==> config.mk <==
export PLATFORM = sky130hd
export DESIGN_NAME = vga_test_pattern_gen
export DESIGN_NICKNAME = d
export VERILOG_FILES = /design/src/rtl/vga_pkg.sv /design/src/rtl/vga_sync_delay.sv /design/src/rtl/vga_test_pattern_gen.sv
export SDC_FILE = /design/constraint.sdc
export NUM_CORES = 1
export LEC_CHECK = 0
export BUFFER_PORTS_ARGS = -buffer_cell sky130_fd_sc_hd__buf_2
export CAP_MARGIN = 10
export CORE_ASPECT_RATIO = 0.8
export CORE_MARGIN = 1
export CORE_UTILIZATION = 44
export CTS_CLUSTER_SIZE = 20
export DETAILED_ROUTE_END_ITERATION = 16
export PLACE_DENSITY = 0.69
export SETUP_SLACK_MARGIN = 0.5
export SYNTH_ARGS = -nofsm -noshare
export SYNTH_HDL_FRONTEND = slang
export SYNTH_HIERARCHICAL = 1
export SYNTH_SLANG_ARGS = --single-unit
==> constraint.sdc <==
create_clock -name i_Clk -period 4.9 [get_ports i_Clk]
set_clock_uncertainty 0.2 [all_clocks]
set_input_delay 0.49 -clock i_Clk [delete_from_list [all_inputs] [get_ports i_Clk]]
set_output_delay 0.49 -clock i_Clk [all_outputs]
set_load 0.01 [all_outputs]
==> src/rtl/vga_pkg.sv <==
`default_nettype none
// ============================================================================
// Module   : vga_pkg
// Purpose  : Shared definitions for the VGA test-pattern path.
//            - Pattern codes (3-bit) selected through i_Pattern.
//            - Default 640x480 timing constants (visible and total).
//            - Colour-bar order as {R,G,B} on/off masks, plus a helper
//              that maps a bar index (0 = leftmost) to its mask.
// Revision : 1.0 - initial release
// ============================================================================
package vga_pkg;

  typedef enum logic [2:0] {
    PATTERN_BLACK      = 3'd0,
    PATTERN_RED        = 3'd1,
    PATTERN_GREEN      = 3'd2,
    PATTERN_BLUE       = 3'd3,
    PATTERN_CHECKER    = 3'd4,
    PATTERN_BARS       = 3'd5,
    PATTERN_BORDER     = 3'd6,
    PATTERN_MOVING_BAR = 3'd7
  } pattern_e;

  localparam int DEFAULT_ACTIVE_COLS = 640;
  localparam int DEFAULT_ACTIVE_ROWS = 480;
  localparam int DEFAULT_TOTAL_COLS  = 800;
  localparam int DEFAULT_TOTAL_ROWS  = 525;

  localparam int NUM_BARS = 8;

  // Colour masks, bit order {R,G,B}; each set bit drives that channel full.
  localparam logic [2:0] COLOUR_WHITE   = 3'b111;
  localparam logic [2:0] COLOUR_YELLOW  = 3'b110;
  localparam logic [2:0] COLOUR_CYAN    = 3'b011;
  localparam logic [2:0] COLOUR_GREEN   = 3'b010;
  localparam logic [2:0] COLOUR_MAGENTA = 3'b101;
  localparam logic [2:0] COLOUR_RED     = 3'b100;
  localparam logic [2:0] COLOUR_BLUE    = 3'b001;
  localparam logic [2:0] COLOUR_BLACK   = 3'b000;

  // Bar order left to right: white, yellow, cyan, green, magenta, red, blue, black.
  function automatic logic [2:0] bar_colour(input logic [2:0] idx);
    case (idx)
      3'd0:    bar_colour = COLOUR_WHITE;
      3'd1:    bar_colour = COLOUR_YELLOW;
      3'd2:    bar_colour = COLOUR_CYAN;
      3'd3:    bar_colour = COLOUR_GREEN;
      3'd4:    bar_colour = COLOUR_MAGENTA;
      3'd5:    bar_colour = COLOUR_RED;
      3'd6:    bar_colour = COLOUR_BLUE;
      default: bar_colour = COLOUR_BLACK;
    endcase
  endfunction

endpackage
`default_nettype wire

==> src/rtl/vga_sync_delay.sv <==
`default_nettype none
// ============================================================================
// Module   : vga_sync_delay
// Purpose  : Fixed-depth shift register for the {HSync,VSync} pair so the
//            syncs stay pixel-aligned with the pipelined RGB. Every stage
//            resets to 1 (syncs are active low, so reset means "idle").
// Ports    : i_Clk    pixel clock
//            i_Reset  synchronous reset, active high
//            i_Sync   {HSync,VSync} in
//            o_Sync   {HSync,VSync} delayed DEPTH cycles
// Revision : 1.0 - initial release
// ============================================================================
module vga_sync_delay #(
  parameter int DEPTH = 2
) (
  input  logic       i_Clk,
  input  logic       i_Reset,
  input  logic [1:0] i_Sync,
  output logic [1:0] o_Sync
);

  logic [1:0] pipe [DEPTH];

  always_ff @(posedge i_Clk) begin
    if (i_Reset) begin
      for (int i = 0; i < DEPTH; i++) begin
        pipe[i] <= 2'b11;
      end
    end else begin
      pipe[0] <= i_Sync;
      for (int i = 1; i < DEPTH; i++) begin
        pipe[i] <= pipe[i-1];
      end
    end
  end

  assign o_Sync = pipe[DEPTH-1];

endmodule
`default_nettype wire

==> src/rtl/vga_test_pattern_gen.sv <==
`default_nettype none
// ============================================================================
// Module   : vga_test_pattern_gen
// Purpose  : Display bring-up pattern source. Consumes the sync generator's
//            HSync/VSync and column/row counts and produces RGB for the VGA
//            DAC, two cycles after the input pixel, with syncs delayed by the
//            same amount. Patterns: black, red, green, blue, checker, eight
//            colour bars, one-pixel border, and a bar that moves one column
//            per frame.
// Ports    : i_Clk        pixel clock
//            i_Reset      synchronous reset, active high
//            i_HSync      horizontal sync in (active low, passed through)
//            i_VSync      vertical sync in (active low, passed through)
//            i_Col_Count  current column
//            i_Row_Count  current row
//            i_Pattern    pattern select, taken only at frame start
//            o_HSync      i_HSync delayed 2 cycles
//            o_VSync      i_VSync delayed 2 cycles
//            o_Red/o_Grn/o_Blu  colour channels, VIDEO_WIDTH bits each
// Revision : 1.0 - initial release
// ============================================================================
module vga_test_pattern_gen
  import vga_pkg::*;
#(
  parameter int VIDEO_WIDTH = 3,
  parameter int ACTIVE_COLS = DEFAULT_ACTIVE_COLS,
  parameter int ACTIVE_ROWS = DEFAULT_ACTIVE_ROWS,
  parameter int BAR_WIDTH   = 16
) (
  input  logic                   i_Clk,
  input  logic                   i_Reset,
  input  logic                   i_HSync,
  input  logic                   i_VSync,
  input  logic [9:0]             i_Col_Count,
  input  logic [9:0]             i_Row_Count,
  input  logic [2:0]             i_Pattern,
  output logic                   o_HSync,
  output logic                   o_VSync,
  output logic [VIDEO_WIDTH-1:0] o_Red,
  output logic [VIDEO_WIDTH-1:0] o_Grn,
  output logic [VIDEO_WIDTH-1:0] o_Blu
);

  localparam logic [9:0]  COLS_C     = 10'(ACTIVE_COLS);
  localparam logic [9:0]  ROWS_C     = 10'(ACTIVE_ROWS);
  localparam logic [9:0]  LAST_COL   = 10'(ACTIVE_COLS - 1);
  localparam logic [9:0]  LAST_ROW   = 10'(ACTIVE_ROWS - 1);
  localparam logic [9:0]  BAR_LAST   = 10'(ACTIVE_COLS - BAR_WIDTH);
  localparam logic [10:0] BAR_W_C    = 11'(BAR_WIDTH);
  localparam int          BAR_STEP   = ACTIVE_COLS / NUM_BARS;
  localparam logic [VIDEO_WIDTH-1:0] FULL = {VIDEO_WIDTH{1'b1}};

  // --------------------------------------------------------------------------
  // Frame-start bookkeeping. The bar advances based on the pattern that was
  // in force for the frame just finished, so a freshly selected pattern 7
  // starts its first frame at the current position.
  // --------------------------------------------------------------------------
  logic     frame_start;
  pattern_e pattern_q;
  logic [9:0] bar_pos;

  assign frame_start = (i_Col_Count == 10'd0) && (i_Row_Count == 10'd0);

  always_ff @(posedge i_Clk) begin
    if (i_Reset) begin
      pattern_q <= PATTERN_BLACK;
      bar_pos   <= '0;
    end else if (frame_start) begin
      pattern_q <= pattern_e'(i_Pattern);
      if (pattern_q == PATTERN_MOVING_BAR) begin
        bar_pos <= (bar_pos == BAR_LAST) ? 10'd0 : bar_pos + 10'd1;
      end
    end
  end

  // --------------------------------------------------------------------------
  // Stage 1: register position and active-area flag.
  // --------------------------------------------------------------------------
  logic [9:0] col_s1;
  logic [9:0] row_s1;
  logic       active_s1;

  always_ff @(posedge i_Clk) begin
    if (i_Reset) begin
      col_s1    <= '0;
      row_s1    <= '0;
      active_s1 <= 1'b0;
    end else begin
      col_s1    <= i_Col_Count;
      row_s1    <= i_Row_Count;
      active_s1 <= (i_Col_Count < COLS_C) && (i_Row_Count < ROWS_C);
    end
  end

  // --------------------------------------------------------------------------
  // Stage 2: pattern decode to an {R,G,B} on/off mask, then register.
  // --------------------------------------------------------------------------
  logic [2:0] bar_idx;
  logic [2:0] rgb_mask;
  logic       in_moving_bar;
  logic       on_border;

  // Compare chain against fixed bar edges instead of dividing the column.
  always_comb begin
    bar_idx = 3'd0;
    for (int i = 1; i < NUM_BARS; i++) begin
      if (col_s1 >= 10'(i * BAR_STEP)) begin
        bar_idx = 3'(i);
      end
    end
  end

  assign in_moving_bar = ({1'b0, col_s1} >= {1'b0, bar_pos}) &&
                         ({1'b0, col_s1} <  ({1'b0, bar_pos} + BAR_W_C));

  assign on_border = (col_s1 == 10'd0) || (col_s1 == LAST_COL) ||
                     (row_s1 == 10'd0) || (row_s1 == LAST_ROW);

  always_comb begin
    rgb_mask = COLOUR_BLACK;
    case (pattern_q)
      PATTERN_BLACK:      rgb_mask = COLOUR_BLACK;
      PATTERN_RED:        rgb_mask = COLOUR_RED;
      PATTERN_GREEN:      rgb_mask = COLOUR_GREEN;
      PATTERN_BLUE:       rgb_mask = COLOUR_BLUE;
      PATTERN_CHECKER:    rgb_mask = (col_s1[5] ^ row_s1[5]) ? COLOUR_WHITE : COLOUR_BLACK;
      PATTERN_BARS:       rgb_mask = bar_colour(bar_idx);
      PATTERN_BORDER:     rgb_mask = on_border ? COLOUR_WHITE : COLOUR_BLACK;
      PATTERN_MOVING_BAR: rgb_mask = in_moving_bar ? COLOUR_WHITE : COLOUR_BLACK;
      default:            rgb_mask = COLOUR_BLACK;
    endcase
    if (!active_s1) begin
      rgb_mask = COLOUR_BLACK;
    end
  end

  always_ff @(posedge i_Clk) begin
    if (i_Reset) begin
      o_Red <= '0;
      o_Grn <= '0;
      o_Blu <= '0;
    end else begin
      o_Red <= rgb_mask[2] ? FULL : '0;
      o_Grn <= rgb_mask[1] ? FULL : '0;
      o_Blu <= rgb_mask[0] ? FULL : '0;
    end
  end

  // --------------------------------------------------------------------------
  // Syncs: pure delay, polarity untouched.
  // --------------------------------------------------------------------------
  logic [1:0] sync_out;

  vga_sync_delay #(
    .DEPTH (2)
  ) u_sync_delay (
    .i_Clk   (i_Clk),
    .i_Reset (i_Reset),
    .i_Sync  ({i_HSync, i_VSync}),
    .o_Sync  (sync_out)
  );

  assign o_HSync = sync_out[1];
  assign o_VSync = sync_out[0];

endmodule
`default_nettype wire

Word-level counts from Yosys, hierarchy flattened
Memories as Yosys holds them, arrays and structs flattened.
Index checks and enable logic that the tools add are counted.
{"block": "word_totals", "ram_bits": 4, "ff_bits": 43, "mem_count": 1, "inputBits": 27}
{"block": "classes", "bitwise": 3, "n_reduce_logical": 13, "order_cmp": 11, "muxes": 22, "n_eq_ne": 16, "addsub": 2}
{"name": "u_sync_delay.pipe", "depth": 2, "word_bits": 2, "rd": 2, "rd_ports_with_merged_regs": 0, "wr": 2, "line": "vga_sync_delay.sv:22", "rtl": "logic [1:0] pipe [DEPTH];"}
{"operator": "10-bit zero test", "count": 4}
{"operator": "3-bit two-way mux", "count": 13}
{"operator": "10-bit by 9-bit greater-or-equal comparator with 1-bit output, second input constant", "count": 3}
{"operator": "3-bit one-hot mux with 8 select lines", "count": 1}
{"operator": "3-bit == test, second input constant", "count": 7}
{"operator": "3-bit one-hot mux with 7 select lines", "count": 1}
{"operator": "10-bit == test, second input constant", "count": 2}
{"operator": "10-bit by 8-bit greater-or-equal comparator with 1-bit output, second input constant", "count": 2}
{"operator": "3-bit by 2-bit == test with 1-bit output, second input constant", "count": 4}
{"operator": "10-bit by 5-bit adder with 11-bit output, second input constant", "count": 1}
{"operator": "10-bit by 11-bit < comparator with 1-bit output", "count": 1}
{"operator": "10-bit by 1-bit adder with 10-bit output, second input constant", "count": 1}
{"operator": "10-bit by 9-bit == test with 1-bit output, second input constant", "count": 1}
{"operator": "10-bit greater-or-equal comparator", "count": 1}
{"operator": "10-bit greater-or-equal comparator, second input constant", "count": 1}
{"operator": "10-bit by 7-bit greater-or-equal comparator with 1-bit output, second input constant", "count": 1}
{"operator": "10-bit < comparator, second input constant", "count": 1}
{"operator": "10-bit by 9-bit < comparator with 1-bit output, second input constant", "count": 1}
{"operator": "10-bit two-way mux", "count": 1}
{"operator": "3-bit by 1-bit == test with 1-bit output, second input constant", "count": 2}
{"operator": "3-bit zero test", "count": 2}
{"operator": "1-bit two-way mux", "count": 4}
{"operator": "2-bit two-way mux", "count": 2}
{"operator": "1-bit logical AND", "count": 3}
{"operator": "other kinds (4)", "count": 7}

Longest topological paths before layout
{"block": "depth", "word_depth": 13, "mapped_depth": 9, "depth_no_buf": 9}

Modules after synthesis
Netlist, hierarchy kept.
{"module": "vga_test_pattern_gen", "instances": 1, "area_each_um2": 2080.7, "cells_per_inst": 247}
{"module": "vga_sync_delay", "instances": 1, "area_each_um2": 120.1, "cells_per_inst": 10}

Worst setup path after synthesis
OpenSTA, ideal clock, no wires.
{"block": "synth_path", "kind": "input port to flip-flop", "start": "input i_Col_Count[8]", "end": "register bar_pos[5]", "stages": 6, "arrival_time_ps": 2059, "t_required_ps": 4628, "path_buffers": 1, "slack_ps": 2569, "cell_sequence": "or4_1 -> buf_2 -> nor3_4 -> nand4_1 -> or3_1 -> a21oi_1"}
{"block": "synth_between", "elab_chain_cells": 3}
{"element": "start: declaration", "line": "vga_test_pattern_gen.sv:34", "rtl": "input logic [9:0] i_Col_Count,"}
{"element": "10-bit zero test", "line": "vga_test_pattern_gen.sv:62", "rtl": "assign frame_start = (i_Col_Count == 10'd0) && (i_Row_Count == 10'd0);"}
{"element": "1-bit logical AND", "line": "vga_test_pattern_gen.sv:62"}
{"element": "2-bit AND reduction (no source line)"}
{"element": "end signal: assignment", "line": "vga_test_pattern_gen.sv:71", "rtl": "bar_pos <= (bar_pos == BAR_LAST) ? 10'd0 : bar_pos + 10'd1;"}
{"element": "end: declaration", "line": "vga_test_pattern_gen.sv:60", "rtl": "logic [9:0] bar_pos;"}
No other way between the ends.
A chain may end at the register's enable or synchronous reset.

Final worst setup path
{"block": "layout_path", "start": "register bar_pos[6]", "end": "register o_Blu[1]"}
{"block": "layout_between", "elab_chain_cells": 7}
{"element": "10-bit by 5-bit adder with 11-bit output", "line": "vga_test_pattern_gen.sv:114", "rtl": "({1'b0, col_s1} < ({1'b0, bar_pos} + BAR_W_C));"}
{"element": "10-bit by 11-bit < comparator with 1-bit output", "line": "vga_test_pattern_gen.sv:114"}
{"element": "1-bit logical AND (*)", "line": "vga_test_pattern_gen.sv:113", "rtl": "assign in_moving_bar = ({1'b0, col_s1} >= {1'b0, bar_pos}) &&"}
{"element": "3-bit two-way mux (*)", "line": "vga_test_pattern_gen.sv:129", "rtl": "PATTERN_MOVING_BAR: rgb_mask = in_moving_bar ? COLOUR_WHITE : COLOUR_BLACK;"}
{"element": "3-bit one-hot mux with 8 select lines (*)", "line": "vga_test_pattern_gen.sv:121", "rtl": "case (pattern_q)"}
{"element": "3-bit two-way mux (*)", "line": "vga_test_pattern_gen.sv:132", "rtl": "if (!active_s1) begin"}
{"element": "3-bit two-way mux (*)", "line": "vga_test_pattern_gen.sv:145", "rtl": "o_Blu <= rgb_mask[0] ? FULL : '0;"}
{"element": "end signal: assignment", "line": "vga_test_pattern_gen.sv:145"}
{"element": "end: declaration", "line": "vga_test_pattern_gen.sv:41", "rtl": "output logic [VIDEO_WIDTH-1:0] o_Blu"}
Mark *: on every way between the ends. The rest lies on a longest branch, timed or not.

==> run_results.csv <==
group,metric,value,unit
sta,setup_violations,0,
die,die_area,5290,um2
worst_setup_path,worst_path_max_delay_cell,"dfxtp_1",
sta,period_needed,2.55,ns
worst_setup_path,path_buf_inv,0,
yosys,ys_types,38,
placement,gp_congestion,0.869,
detailed_routing,viasPerCell,5.33,
worst_setup_path,crit_required,4.91,ns
grt,grt_start_max_net_pins,30,
hold_path,hold_class,"input port to flip-flop",
detailed_routing,wl,4.41,mm
clocking,tritoncts,"built",
die,ios,38,
clocking,clockRootBuffer,"clkbuf_8",
worst_setup_path,critPathMaxStageDelay,0.53,ns
grt,gr-total-overflow,0,
detailed_routing,drt-initial-drc-count,116,
detailed_routing,vias,1848,
final_layout,nFillCells,439,
yosys,ys_top_cells_by_area,"dfxtp_1 37%, ha_1 11%, nor2b_1 6.8%",
final_layout,design_area,2470,um2
final_layout,antenna_cells,0,
clocking,cts_resized,0,
grt,grt_antenna_before_repair,0,
sta,relSlewSlack,0.553,
hold_path,worstHoldStart,"i_HSync",
die,rows,22,
worst_setup_path,arrival,2.56,ns
die,fp.dieH,65.3,um
yosys,synth.largest_area_cell,"dfxtp_1",
final_layout,final_util,0.524,
yosys,syn-num-nets,303,
placement,placed_area,2370,um2
clocking,clkSinkCount,41,
worst_setup_path,path_delay_family,"simple AND/OR/NAND/NOR gates",
final_layout,area_growth,12.1,%
detailed_routing,final_antenna_net_count,0,
clocking,ctsHoldBuffers,0,
placement,portBuffers,37,
sta,rsz0062_at_grt,"no",
sta,worstMarginPinSlew,0.662,ns
power_and_ir_drop,powerDensity,259,nW/um2
worst_setup_path,setup.worst_path.start,"bar_pos[6]",
yosys,synth.avg_cell_area,8.56,um2
yosys,yosysWarnings,6,
outcome,status,"completed",
grt,grt_pass1_wl,7.51,mm
detailed_routing,drtPass1Iterations,4,
worst_setup_path,worstReg2RegStart,"bar_pos[6]",
clocking,clk_latency,0.29,ns
die,start_util,0.468,
worst_setup_path,crit_type,"flip-flop to flip-flop",
die,die_x,81.1,um
detailed_routing,drc,0,
grt,gr-usage-all-layers,0.186,
yosys,yosysSeqAreaShare,0.373,
final_layout,layout.nets,332,
die,core,4710,um2
power_and_ir_drop,cellLeakagePower,0.981,nW
detailed_routing,post_drt_wl_per_cell,12.7,um
clocking,cts_setup_buffers,0,
final_layout,mostFrequentLayoutCells,"41 x dfxtp_1, 37 x buf_2, 24 x nor2b_1",
sta,final-hold-violation-count,0,
yosys,synth_seq_cells,41,
yosys,synth_top_cell_area_share,0.373,
placement,hpwlAfterDp,3.55,mm
worst_setup_path,crit_path_start_kind,"flip-flop",
worst_setup_path,path_cells,"nand3_1, or3_1, xnor2_1, ha_1, a21o_1, a21oi_1, nand4_1, a41oi_1",
yosys,postSynthCellCount,257,
clocking,htree_levels,2,
final_layout,final_common_cell,"dfxtp_1",
clocking,cts.reportedPaths.clkPinSlew,0.08,ns
yosys,syn_area,2200,um2
worst_setup_path,cp_max_fo,7,
worst_setup_path,end_kind,"flip-flop",
job,maxCapViolations,0,
clocking,cts_buffer_depth,2,
final_layout,drive_above_1_share,0.160,
sta,finalCritPeriodShare,0.519,
clocking,cts_buffers,5,
sta,finalSetupTns,0,ns
power_and_ir_drop,ir_drop,149,uV
grt,grt_pass1_vias,1607,
sta,fmax,393,MHz
sta,slew_violations,0,
-- power breakdown --
part | switching [W] | internal, W
Combinational | 0.0000287 | 0.0000288
Sequential | 0.0000108 | 0.000344
Clock | 0.000125 | 0.000103
-- final cells by class --
cell class | instances | area, um2 | area share
multi-input cells | 184 | 1230 | 0.498
clock inverters | 3 | 25.0 | 0.0101
flip-flops and latches | 41 | 821 | 0.333
clock buffers | 5 | 68.8 | 0.0279
well taps | 60 | 75.1 | 0.0304
repair buffers | 37 | 185 | 0.0751
inverters | 17 | 63.8 | 0.0259
-- path summary, 6_finish.rpt --
kind / endpoint / slack, ns / cells past startpoint
worst min-delay path: u_sync_delay/pipe[0][1] / 0.17 / 2
worst min register to register: u_sync_delay/pipe[0][2] / 0.21 / 1
worst max register to register: o_Blu[1] / 2.35 / 8
worst max-delay path: o_Blu[1] / 2.35 / 8
-- sequential cells by signal, indices dropped and copies added (netlist names) --
signal             cells
u_sync_delay/pipe      4
col_s1                10
row_s1                10
pattern_q              3
o_Red                  1
o_Grn                  1
bar_pos               10
o_Blu                  1
active_s1              1
-- logic make-up after synthesis --
kind of cell,count (synthesis),share of synthesized area
multiplexers,1,0.00455
AND/OR/NAND/NOR,106,0.270
adder cells (fa/ha/maj),19,0.108
AO/OA/AOI/OAI,46,0.128
buffers and inverters,32,0.0688
XOR/XNOR,12,0.0478
flip-flops,41,0.373
-- metal layers --
metal  wire length, um  vias up  track usage
li1                  -      969            -
met1              2360      829        0.281
met2              1820       48        0.265
met3               204        2       0.0375
met4                27        0       0.0469
met5                 0        -            0
-- cell usage after synthesis --
library cell and instances:
clkbuf_1 6, nor3_1 4, buf_4 8, or4_1 2, xnor2_1 10, and4_1 1
a22o_1 2, a21o_1 3, a2111oi_0 2, o21a_1 1, or3_1 6, xor2_1 2
nand2_1 11, o211ai_1 1, a221oi_1 1, a31oi_1 2, inv_1 17, nand4_1 12
o311ai_0 1, nor3b_1 1, o21ai_0 14, nand3b_1 1, dfxtp_1 41, o2111ai_1 1
or2_1 4, mux2i_1 1, nor2_1 16, nor2b_1 24, buf_2 1, a22oi_1 1
a41oi_1 2, nand2b_1 2, and3_1 1, nand3_1 11, nor4_1 9, a21oi_1 15
ha_1 19, nor3_4 1
-- worst reg2reg max path, cell delays in order, from the launching register on --
cell and delay (ns):
dfxtp_1 0.53, nand3_1 0.21, or3_1 0.42, xnor2_1 0.15, ha_1 0.29, a21o_1 0.17, a21oi_1 0.14, nand4_1 0.17
a41oi_1 0.19
-- metrics by stage --
stage,power [W],std cells,setup slack [ns],hold slack [ns]
2_1_floorplan,0.000396,257,2.57,0.183
3_3_place_gp,0.000418,339,2.19,0.186
5_1_grt,0.000671,347,2.20,0.158
3_5_place_dp,0.000419,339,2.14,0.200
4_1_cts,0.000647,347,2.36,0.157
6_report,0.000639,347,2.35,0.167
Note: power is estimated with default switching activity, not from simulation.
